<file path="src/rtl/led_bank_arbiter.sv">
// Round-robin owner of the LED bank with a tenure timeout and an idle heartbeat on bit 0.
// Request-to-grant latency is 1 cycle, and leds_o lags grant by 1 cycle; requesters wait only by holding req.
module led_bank_arbiter #(
  parameter int NREQ           = 4,
  parameter int WIDTH          = 8,
  parameter int TIMEOUT_CYCLES = 50000000,
  parameter int HB_DIV         = 25000000
) (
  input  logic                    clk,
  input  logic                    reset,
  input  logic [NREQ-1:0]         req,
  input  logic [NREQ*WIDTH-1:0]   req_data,
  output logic [NREQ-1:0]         grant,
  output logic [WIDTH-1:0]        leds_o,
  output logic                    busy,
  output logic                    preempted
);

  localparam int IW = $clog2(NREQ);
  localparam int TW = $clog2(TIMEOUT_CYCLES);
  localparam int HW = (HB_DIV > 1) ? $clog2(HB_DIV) : 1;
  localparam logic [TW-1:0] TEN_MAX = TW'(TIMEOUT_CYCLES - 1);
  localparam logic [HW-1:0] HB_MAX  = HW'(HB_DIV - 1);
  localparam logic [IW-1:0] LAST_IDX = IW'(NREQ - 1);

  typedef enum logic {S_IDLE, S_OWNED} state_t;

  state_t            r_state;
  state_t            w_state_nxt;
  logic [NREQ-1:0]   r_grant;
  logic [NREQ-1:0]   w_grant_nxt;
  logic [IW-1:0]     r_rr_ptr;
  logic [IW-1:0]     w_rr_nxt;
  logic [TW-1:0]     r_tenure;
  logic [TW-1:0]     w_tenure_nxt;
  logic              r_preempted;
  logic              w_pre_nxt;
  logic [HW-1:0]     r_hb_cnt;
  logic              r_hb;
  logic [WIDTH-1:0]  r_leds;

  logic [NREQ-1:0]   w_elig;
  logic              w_found;
  logic [IW-1:0]     w_win_idx;
  logic [NREQ-1:0]   w_win_oh;
  logic [IW-1:0]     w_win_ptr;
  logic              w_owner_req;
  logic [WIDTH-1:0]  w_owner_dat;

  // The current owner is never a candidate; on release its req is already low anyway.
  assign w_elig      = req & ~r_grant;
  assign w_owner_req = |(req & r_grant);
  assign w_win_oh    = {{(NREQ-1){1'b0}}, 1'b1} << w_win_idx;
  assign w_win_ptr   = (w_win_idx == LAST_IDX) ? '0 : w_win_idx + 1'b1;

  always_comb begin : p_search
    int v_idx;
    v_idx     = 0;
    w_found   = 1'b0;
    w_win_idx = '0;
    for (int k = 0; k < NREQ; k++) begin
      v_idx = int'(r_rr_ptr) + k;
      if (v_idx >= NREQ) v_idx = v_idx - NREQ;
      if (!w_found && w_elig[IW'(v_idx)]) begin
        w_found   = 1'b1;
        w_win_idx = IW'(v_idx);
      end
    end
  end

  always_comb begin
    w_owner_dat = '0;
    for (int i = 0; i < NREQ; i++) begin
      if (r_grant[i]) w_owner_dat = w_owner_dat | req_data[i*WIDTH +: WIDTH];
    end
  end

  always_comb begin
    w_state_nxt  = r_state;
    w_grant_nxt  = r_grant;
    w_rr_nxt     = r_rr_ptr;
    w_tenure_nxt = r_tenure;
    w_pre_nxt    = 1'b0;
    case (r_state)
      S_IDLE: begin
        if (w_found) begin
          w_state_nxt  = S_OWNED;
          w_grant_nxt  = w_win_oh;
          w_rr_nxt     = w_win_ptr;
          w_tenure_nxt = '0;
        end
      end
      S_OWNED: begin
        if (!w_owner_req) begin
          // Release wins over a coincident timeout, so no pulse here.
          w_tenure_nxt = '0;
          if (w_found) begin
            w_grant_nxt = w_win_oh;
            w_rr_nxt    = w_win_ptr;
          end else begin
            w_state_nxt = S_IDLE;
            w_grant_nxt = '0;
          end
        end else if (r_tenure == TEN_MAX) begin
          if (w_found) begin
            w_grant_nxt  = w_win_oh;
            w_rr_nxt     = w_win_ptr;
            w_tenure_nxt = '0;
            w_pre_nxt    = 1'b1;
          end
        end else begin
          w_tenure_nxt = r_tenure + 1'b1;
        end
      end
      default: begin
        w_state_nxt = S_IDLE;
        w_grant_nxt = '0;
      end
    endcase
  end

  always_ff @(posedge clk) begin
    if (reset) begin
      r_state     <= S_IDLE;
      r_grant     <= '0;
      r_rr_ptr    <= '0;
      r_tenure    <= '0;
      r_preempted <= 1'b0;
      r_hb_cnt    <= '0;
      r_hb        <= 1'b0;
      r_leds      <= '0;
    end else begin
      r_state     <= w_state_nxt;
      r_grant     <= w_grant_nxt;
      r_rr_ptr    <= w_rr_nxt;
      r_tenure    <= w_tenure_nxt;
      r_preempted <= w_pre_nxt;
      if (r_hb_cnt == HB_MAX) begin
        r_hb_cnt <= '0;
        r_hb     <= ~r_hb;
      end else begin
        r_hb_cnt <= r_hb_cnt + 1'b1;
      end
      // LEDs follow whoever holds the grant this cycle, hence one cycle behind grant.
      r_leds <= (r_state == S_OWNED) ? w_owner_dat : {{(WIDTH-1){1'b0}}, r_hb};
    end
  end

  assign grant     = r_grant;
  assign busy      = |r_grant;
  assign preempted = r_preempted;
  assign leds_o    = r_leds;

endmodule

</file>
<file path="config.mk">
export PLATFORM = sky130hd
export DESIGN_NAME = led_bank_arbiter
export DESIGN_NICKNAME = d
export VERILOG_FILES = /design/src/rtl/led_bank_arbiter.sv
export SDC_FILE = /design/constraint.sdc
export NUM_CORES = 1
export LEC_CHECK = 0
export CAP_MARGIN = 20
export CORE_ASPECT_RATIO = 0.8
export CORE_MARGIN = 1.5
export CORE_UTILIZATION = 35
export DETAILED_ROUTE_END_ITERATION = 6
export MAX_ROUTING_LAYER = met4
export PLACE_DENSITY = 0.57
export REMOVE_ABC_BUFFERS = 1
export SYNTH_ARGS = -nofsm -noshare
export SYNTH_HDL_FRONTEND = slang
export SYNTH_SLANG_ARGS = --single-unit
export TNS_END_PERCENT = 10
</file>
<file path="constraint.sdc">
create_clock -name clk -period 2 [get_ports clk]
set_input_delay 0.3 -clock clk [delete_from_list [all_inputs] [get_ports clk]]
set_output_delay 0.3 -clock clk [all_outputs]
set_load 0.01 [all_outputs]
</file>
==> metrics.md, run 1 <==
| Metric | Value |
|---|---|
| DRC Markers | `0` |
| Die Area | `11000 µm²` |
| Worst R2R End | `r_rr_ptr[1]$_SDFFE_PP0P_` |
| CTS Buf Count | `9` |
| ANT nets after route | `0` |
| Slew Viols, Final | `0` |
| Worst setup EP type | `flip-flop` |
| Worst Reg2Reg Path Length in Cells | `7` |
| Crit path max-delay family | `simple AND/OR/NAND/NOR gates` |
| Yosys warns | `0` |
| Top layer used by detailed routing | `met4` |
| Avg WL per Cell | `15.1 µm` |
| Worst VDD drop | `434 µV` |
| Number of synthesized flops with an enable pin | `0` |
| Worst Setup EP | `r_rr_ptr[1]$_SDFFE_PP0P_` |
| CTS Buffer Depth | `2` |
| Finish-stage setup viols | `0` |
| Main combinational cell family by area after synthesis | `simple AND/OR/NAND/NOR gates` |
| RSZ-0062 raised after global routing | `true` |
| GRT Total Usage | `0.188` |
| CP peak stage delay | `0.47 ns` |
| Synthesized cell area | `3620 µm²` |
| Final worst path period need | `1.90 ns` |
| Critical path arrival | `2.16 ns` |
| Synth Area in Adders | `0.0207` |
| Worst Hold Launch | `r_hb_cnt[0]$_SDFF_PP0_` |
| Sequence of cells on the critical path | `clkdlybuf4s50_1 -> nor2b_1 -> a21oi_1 -> nand2b_1 -> a21oi_1 -> nor2_1 -> ha_1 -> or3b_1 -> a21oi_1` |
| CTS Hold Buffers Added | `0` |
| Max Cap Viol | `0` |
| Critical path startpoint | `req[0]` |
| Max Fclk | `527 MHz` |
| Antenna Cells | `0` |
| Largest area contributor in the netlist | `dfxtp_1` |
| Pwr dens | `833 nW/µm²` |
| Clk sink count | `68` |
| DR pass1 iterations | `4` |
| Final hold viol count | `0` |
| Starting Density | `0.357` |
| Detailed placer's ending HPWL | `7.22 mm` |
| WL met1 | `4.90 mm` |
| Fin cells | `654` |
| Dominant synthesized flop cell | `dfxtp_1` |
| Synth Area in XOR/XNOR | `0.0580` |
| Synth Area in Compound Gates | `0.193` |
| Synth Area in Simple Gates | `0.305` |
| Die H | `94.0 µm` |
| I/O pin count | `52` |
| Yosys reg bits | `68` |
| Synth top area cells | `dfxtp_1 38%, nor2_1 4.9%, a22oi_1 3.7%, a21oi_1 3.6%, nand3_1 3.6%` |
| Core area | `10200 µm²` |
| Worst clock skew | `0.00875 ns` |
| Count of cell types in the netlist | `60` |
| Drt total wl | `9.87 mm` |
| Vias in the first global route | `3132` |
| Outcome | `complete, no violations` |
| Met3 WL | `725 µm` |
| Area share of the leading cell type in the synthesized netlist | `0.376` |
| Worst path buffer plus inverter count | `1` |
| R2r setup slk | `0.15 ns` |
| Worst-Margin Slew | `0.510 ns` |
| Layout area overhead | `36.5%` |
| Final period utilization | `0.948` |
| Placed Cells | `638` |
| Met2 WL | `4.14 mm` |
| CTS tree | `built` |
| Clk Latency, worst-skew pair | `0.33 ns` |
| CP most frequent cell | `a21oi_1` |
| H-tree depth | `3` |
| IO buf count | `51` |
| CP max stage cell | `clkdlybuf4s50_1` |
| First-iteration detailed-routing DRC count | `175` |
| FP Rows | `33` |
| First-pass GRT wire length | `15.6 mm` |
| Fin nets | `553` |
| Total number of vias | `3436` |
| Gate Count Post-Synth | `416` |
| Reg2reg start | `r_tenure[15]$_SDFF_PP0_` |
| Worst EP required | `2.26 ns` |
| Root buffer cell | `clkbuf_16` |
| Final Core Density | `0.487` |
| Vias per inst | `5.25` |
| CP Max Fanout | `2` |
| Layout cells sized above 1 | `0.189` |
| Gr ovfl total | `0` |
| Gpl congestion | `0.863` |
| Crit path depth | `9` |
| Chip width | `117 µm` |
| Async SR Flop Fraction | `0` |
| Mux share of post-synthesis cell area | `0` |
| Relative slew slack | `0.660` |
| Reg clk slew, reported paths | `0.05 ns` |
| Largest net degree at the start of global routing | `25` |
| Post-Syn Area per Cell | `8.71 µm²` |
| Crit Path Category | `primary input to flip-flop` |
| Worst hold path type | `flip-flop to flip-flop` |
| Worst setup SP type | `primary input` |
| Leakage power | `1.72 nW` |
| Seq/Total Area, Yosys | `0.376` |
| Post-CTS setup buffer count | `0` |
| Antenna violations before repair | `0` |
worst register-to-register path: stages, from the launching register on:
cell and delay (ns):
dfxtp_1 0.34, buf_4 0.14, nand3b_1 0.14, nor4_4 0.35, a31oi_2 0.16, buf_4 0.18
or3b_1 0.37, a21oi_1 0.12
sequential cells by signal, indices dropped and copies added (netlist names):
| register | cells |
|---|---|
| grant | 4 |
| leds_o | 8 |
| preempted | 1 |
| r_hb | 1 |
| r_hb_cnt | 25 |
| r_rr_ptr | 2 |
| r_state | 1 |
| r_tenure | 26 |
per-layer routing:
metal  up-vias  track usage
li1       1732            -
met1      1603        0.260
met2        93        0.277
met3         8       0.0355
met4         0       0.0633
met5         -            -
cells by family after synthesis:
| family | Yosys count |
|---|---|
| buffers and inverters | 37 |
| AOI/OAI and AO/OA | 91 |
| and+or+nand+nor | 190 |
| xor gates and xnor gates | 24 |
| adders and majority gates | 6 |
| DFF | 68 |
worst min-delay path by stage:
stage                          endpoint  slack [ns]  cells past startpoint
5_1_grt          r_hb_cnt[0]$_SDFF_PP0_        0.47                      1
2_1_floorplan  r_rr_ptr[1]$_SDFFE_PP0P_        0.37                      1
3_3_place_gp     r_hb_cnt[0]$_SDFF_PP0_        0.43                      1
4_1_cts          r_hb_cnt[0]$_SDFF_PP0_        0.45                      1
6_report         r_hb_cnt[0]$_SDFF_PP0_        0.45                      1
3_5_place_dp     r_hb_cnt[0]$_SDFF_PP0_        0.44                      1
what timing repair did:
item | 4_1_cts | 5_1_grt
resized for setup | 2 | 4
pin swaps | 0 | 1
setup endpoints to repair | 4 | 21
stage by stage:
step                      power [mW]  instance area [µm²]  hold WS (ns)  setup WS (ns)  setup TNS [ns]
final                           4.12                 4950         0.449          0.103               0
after global routing            4.31                 4950         0.475        -0.0152         -0.0162
after CTS                       4.14                 4920         0.450         0.0114               0
after detailed placement        2.57                 4630         0.438         -0.214           -3.45
after global placement          2.55                 4630         0.431         -0.200           -1.85
after floorplan                 1.99                 3520         0.369         -0.323           -5.21
layout make-up:
type,instances,area [µm²]
Clock buffer,10,229
Clock inverter,6,63.8
Fill cell,985,5210
Inverter,18,67.6
Multi-Input combinational cell,311,2110
Sequential cell,68,1360
Tap cell,140,175
Timing Repair Buffer,101,935
placed cells by master, fill, tap and decap left out, types with 3 or more instances in the layout:
cell and count:
dfxtp_1 68, clkdlybuf4s50_1 50, nor2_1 46, buf_4 46, a21oi_1 26, nand3_1 26, nand2_1 22, nand4_1 19
inv_1 18, a22oi_1 18, xnor2_1 14, nand2b_1 10, and3_1 10, xor2_1 10, a311oi_1 9, clkbuf_16 9
nor3_1 7, o221ai_2 7, nor4_2 6, and2_1 6, nor2b_1 5, and4_1 5, a22o_1 5, ha_1 5
buf_12 4, or4_1 3, a31oi_1 3, o21ai_0 3, a41oi_1 3, o221ai_1 3
report_power, final:
group / total, mW / switching [mW] / internal [mW]
Combinational: 1.02 / 0.479 / 0.541
Sequential: 1.51 / 0.0817 / 1.43
Clock: 1.59 / 0.622 / 0.965
Total: 4.12 / 1.18 / 2.94
cell usage after synthesis, types with 6 or more instances:
cell,number
nor2_1,47
clkbuf_1,6
nor3_1,7
nand2b_1,10
dfxtp_1,68
nand4_1,19
nand2_1,22
o221ai_2,7
inv_1,18
a311oi_1,9
buf_2,8
xnor2_1,14
xor2_1,10
and2_1,6
ha_1,6
and3_1,10
nand3_1,26
a22oi_1,18
a21oi_1,26
Note: power is estimated with default switching activity, not from simulation.
==> run 2, diff against run 1 <==
Settings changed: CORE_MARGIN 1.5 to 3.
==> run 2 against run 1 <==
  * Flip-flop and latch count is the same
  * Final cell count shrank 1.2%
  * Non-clock buffer count shrank 4
  * Sequential power is essentially flat
  * Die area grew 5.8%
  * First-iteration DRC count shrank 22%
  * Clock power is essentially flat
  * Largest power group unchanged
  * Cell area shrank 0.46%
  * Worst setup slack lost 0.027 ns
  * Critical path depth is the same
  * Combinational power is essentially flat
==> metrics.md, run 2 (synthesized netlist as in run 1, its figures left out) <==
| Metric | Value |
|---|---|
| Layout cells sized above 1 | `0.192 (+0.00344)` |
| H-tree depth | `3 (unchanged)` |
| Avg WL per Cell | `14.8 µm (-1.7%)` |
| FP Rows | `32 (-3.0%)` |
| Biggest register | `r_tenure` |
| Die Area | `11600 µm² (+5.8%)` |
| Chip width | `120 µm (+2.6%)` |
| Worst VDD drop | `552 µV (+27%)` |
| Antenna Cells | `0 (unchanged)` |
| Final worst path period need | `1.92 ns (+0.0266 ns)` |
| Drt total wl | `9.58 mm (-2.9%)` |
| CTS Buffer Depth | `2 (unchanged)` |
| Largest net degree at the start of global routing | `25 (unchanged)` |
| Slew Viols, Final | `0 (unchanged)` |
| DR pass1 iterations | `4 (unchanged)` |
| First-iteration detailed-routing DRC count | `137 (-22%)` |
| Worst EP required | `2.26 ns (about the same)` |
| Core area | `9850 µm² (-3.0%)` |
| Leakage power | `1.71 nW (-0.49%)` |
| Setup tns final | `0 ns (unchanged)` |
| Post-CTS setup buffer count | `0 (unchanged)` |
| DRC Markers | `0 (unchanged)` |
| Final hold viol count | `0 (unchanged)` |
| Critical path arrival | `2.18 ns (+0.02 ns)` |
| Detailed placer's ending HPWL | `7.11 mm (-1.6%)` |
| CTS tree | `built` |
| Total power | `4.14 mW (+0.63%)` |
| CTS Hold Buffers Added | `0 (unchanged)` |
| Fin cells | `646 (-1.2%)` |
| Placed Cells | `630 (-1.3%)` |
| Pre-CTS setup slack | `-0.292 ns (-0.0781 ns)` |
| Pwr dens | `842 nW/µm² (+1.1%)` |
| Reg clk slew, reported paths | `0.06 ns (about the same)` |
| Max reg flops | `26 (unchanged)` |
| First-pass GRT wire length | `16.1 mm (+3.5%)` |
| Starting Density | `0.368 (+0.0111)` |
| CP Max Fanout | `2 (unchanged)` |
| Worst-Margin Slew | `0.426 ns (-0.0843 ns)` |
| Die H | `97.0 µm (+3.2%)` |
| Worst hold path type | `flip-flop to flip-flop` |
| Finish-stage setup viols | `0 (unchanged)` |
| Fill count | `980 (-0.51%)` |
| Worst setup SP type | `primary input` |
| Crit Path Category | `primary input to flip-flop` |
| Clk sink count | `68 (unchanged)` |
| Max Cap Viol | `0 (unchanged)` |
| Root buffer cell | `clkbuf_16` |
| Relative slew slack | `0.714 (+0.0541)` |
| Max Fclk | `520 MHz (-1.4%)` |
| IO buf count | `51 (unchanged)` |
| Min setup slack post-route | `0.0766 ns (-0.0266 ns)` |
| Vias per inst | `5.29 (+0.62%)` |
| Commonest cells after routing, fill and taps aside | `68 x dfxtp_1, 50 x clkdlybuf4s50_1, 47 x nor2_1, 43 x buf_4` |
| CTS Buf Count | `9 (unchanged)` |
| Layout area overhead | `35.9%` |
| Fin nets | `549 (-0.72%)` |
| Outcome | `complete, no violations` |
| Worst clock skew | `0.00643 ns (-0.00232 ns)` |
| I/O pin count | `52 (unchanged)` |
| Clk Latency, worst-skew pair | `0.33 ns (about the same)` |
| Antenna violations before repair | `0 (unchanged)` |
| Total number of vias | `3415 (-0.61%)` |
| Commonest non-fill, non-tap cell in the layout | `dfxtp_1` |
| GRT Total Usage | `0.173 (-0.0157)` |
| Worst setup EP type | `flip-flop` |
| Final period utilization | `0.962 (+0.0133)` |
| ANT nets after route | `0 (unchanged)` |
| Gr ovfl total | `0 (unchanged)` |
| Vias in the first global route | `3308 (+5.6%)` |
| Gpl congestion | `0.847 (-1.9%)` |
[run 2: cell count changes in the layout (fill, tap and decap cells not counted), sizes merged]
cell | previous run | this run
buf | 50 | 46
clkinv | 2 | 1
inv | 19 | 20
[run 2: per-layer routing]
layer	vias up	track usage	part of all wire
li1	1725	-	-
met1	1597	0.242	0.52
met2	86	0.248	0.42
met3	7	0.0421	0.048
met4	0	0.0449	0.0065
met5	-	-	0
[run 2: path summary, 6_finish.rpt]
| check | startpoint | endpoint | slack [ns] | depth (start not counted) |
|---|---|---|---|---|
| min reg2reg | r_hb_cnt[0]$_SDFF_PP0_ | r_hb_cnt[0]$_SDFF_PP0_ | 0.45 | 1 |
| max | req[0] | r_rr_ptr[1]$_SDFFE_PP0P_ | 0.08 | 9 |
| max reg2reg | r_tenure[14]$_SDFF_PP0_ | r_rr_ptr[1]$_SDFFE_PP0P_ | 0.10 | 6 |
| min | r_hb_cnt[0]$_SDFF_PP0_ | r_hb_cnt[0]$_SDFF_PP0_ | 0.45 | 1 |
[run 2: area by class of cell]
cell class | instances | area [µm²] | share of cell area
clock buffers | 10 | 239 | 0.0485
clock inverters | 6 | 71.3 | 0.0145
flip-flops and latches | 68 | 1360 | 0.276
multi-input cells | 311 | 2120 | 0.431
repair buffers | 97 | 892 | 0.181
well taps | 136 | 170 | 0.0346
inverters | 18 | 67.6 | 0.0137
[run 2: stage by stage]
stage,area (µm²),util,hold WS [ns]
floorplan,3520,-,0.369
global placement,4580,0.465,0.430
detailed placement,4580,0.465,0.447
CTS,4890,0.497,0.456
global route,4920,0.500,0.494
finish,4920,0.500,0.451
[run 2: what timing repair did]
| action | 4_1_cts | 5_1_grt |
|---|---|---|
| endpoints found under the setup margin | 1 | 11 |
| pin swaps | 0 | 1 |
| resized for setup | 1 | 8 |
[run 2: worst max-delay path, cell delays in order]
cell,delay [ns]
clkdlybuf4s50_1,0.49
nor2b_4,0.16
a21oi_1,0.07
nand2b_1,0.17
a21oi_2,0.17
nor2_1,0.08
ha_1,0.27
or3b_1,0.34
a21oi_1,0.12
[run 2: report_power, final]
part	total [mW]	switching [mW]	internal, mW
clock network	1.62	0.615	1.01
logic	1.00	0.475	0.528
registers	1.52	0.0868	1.43
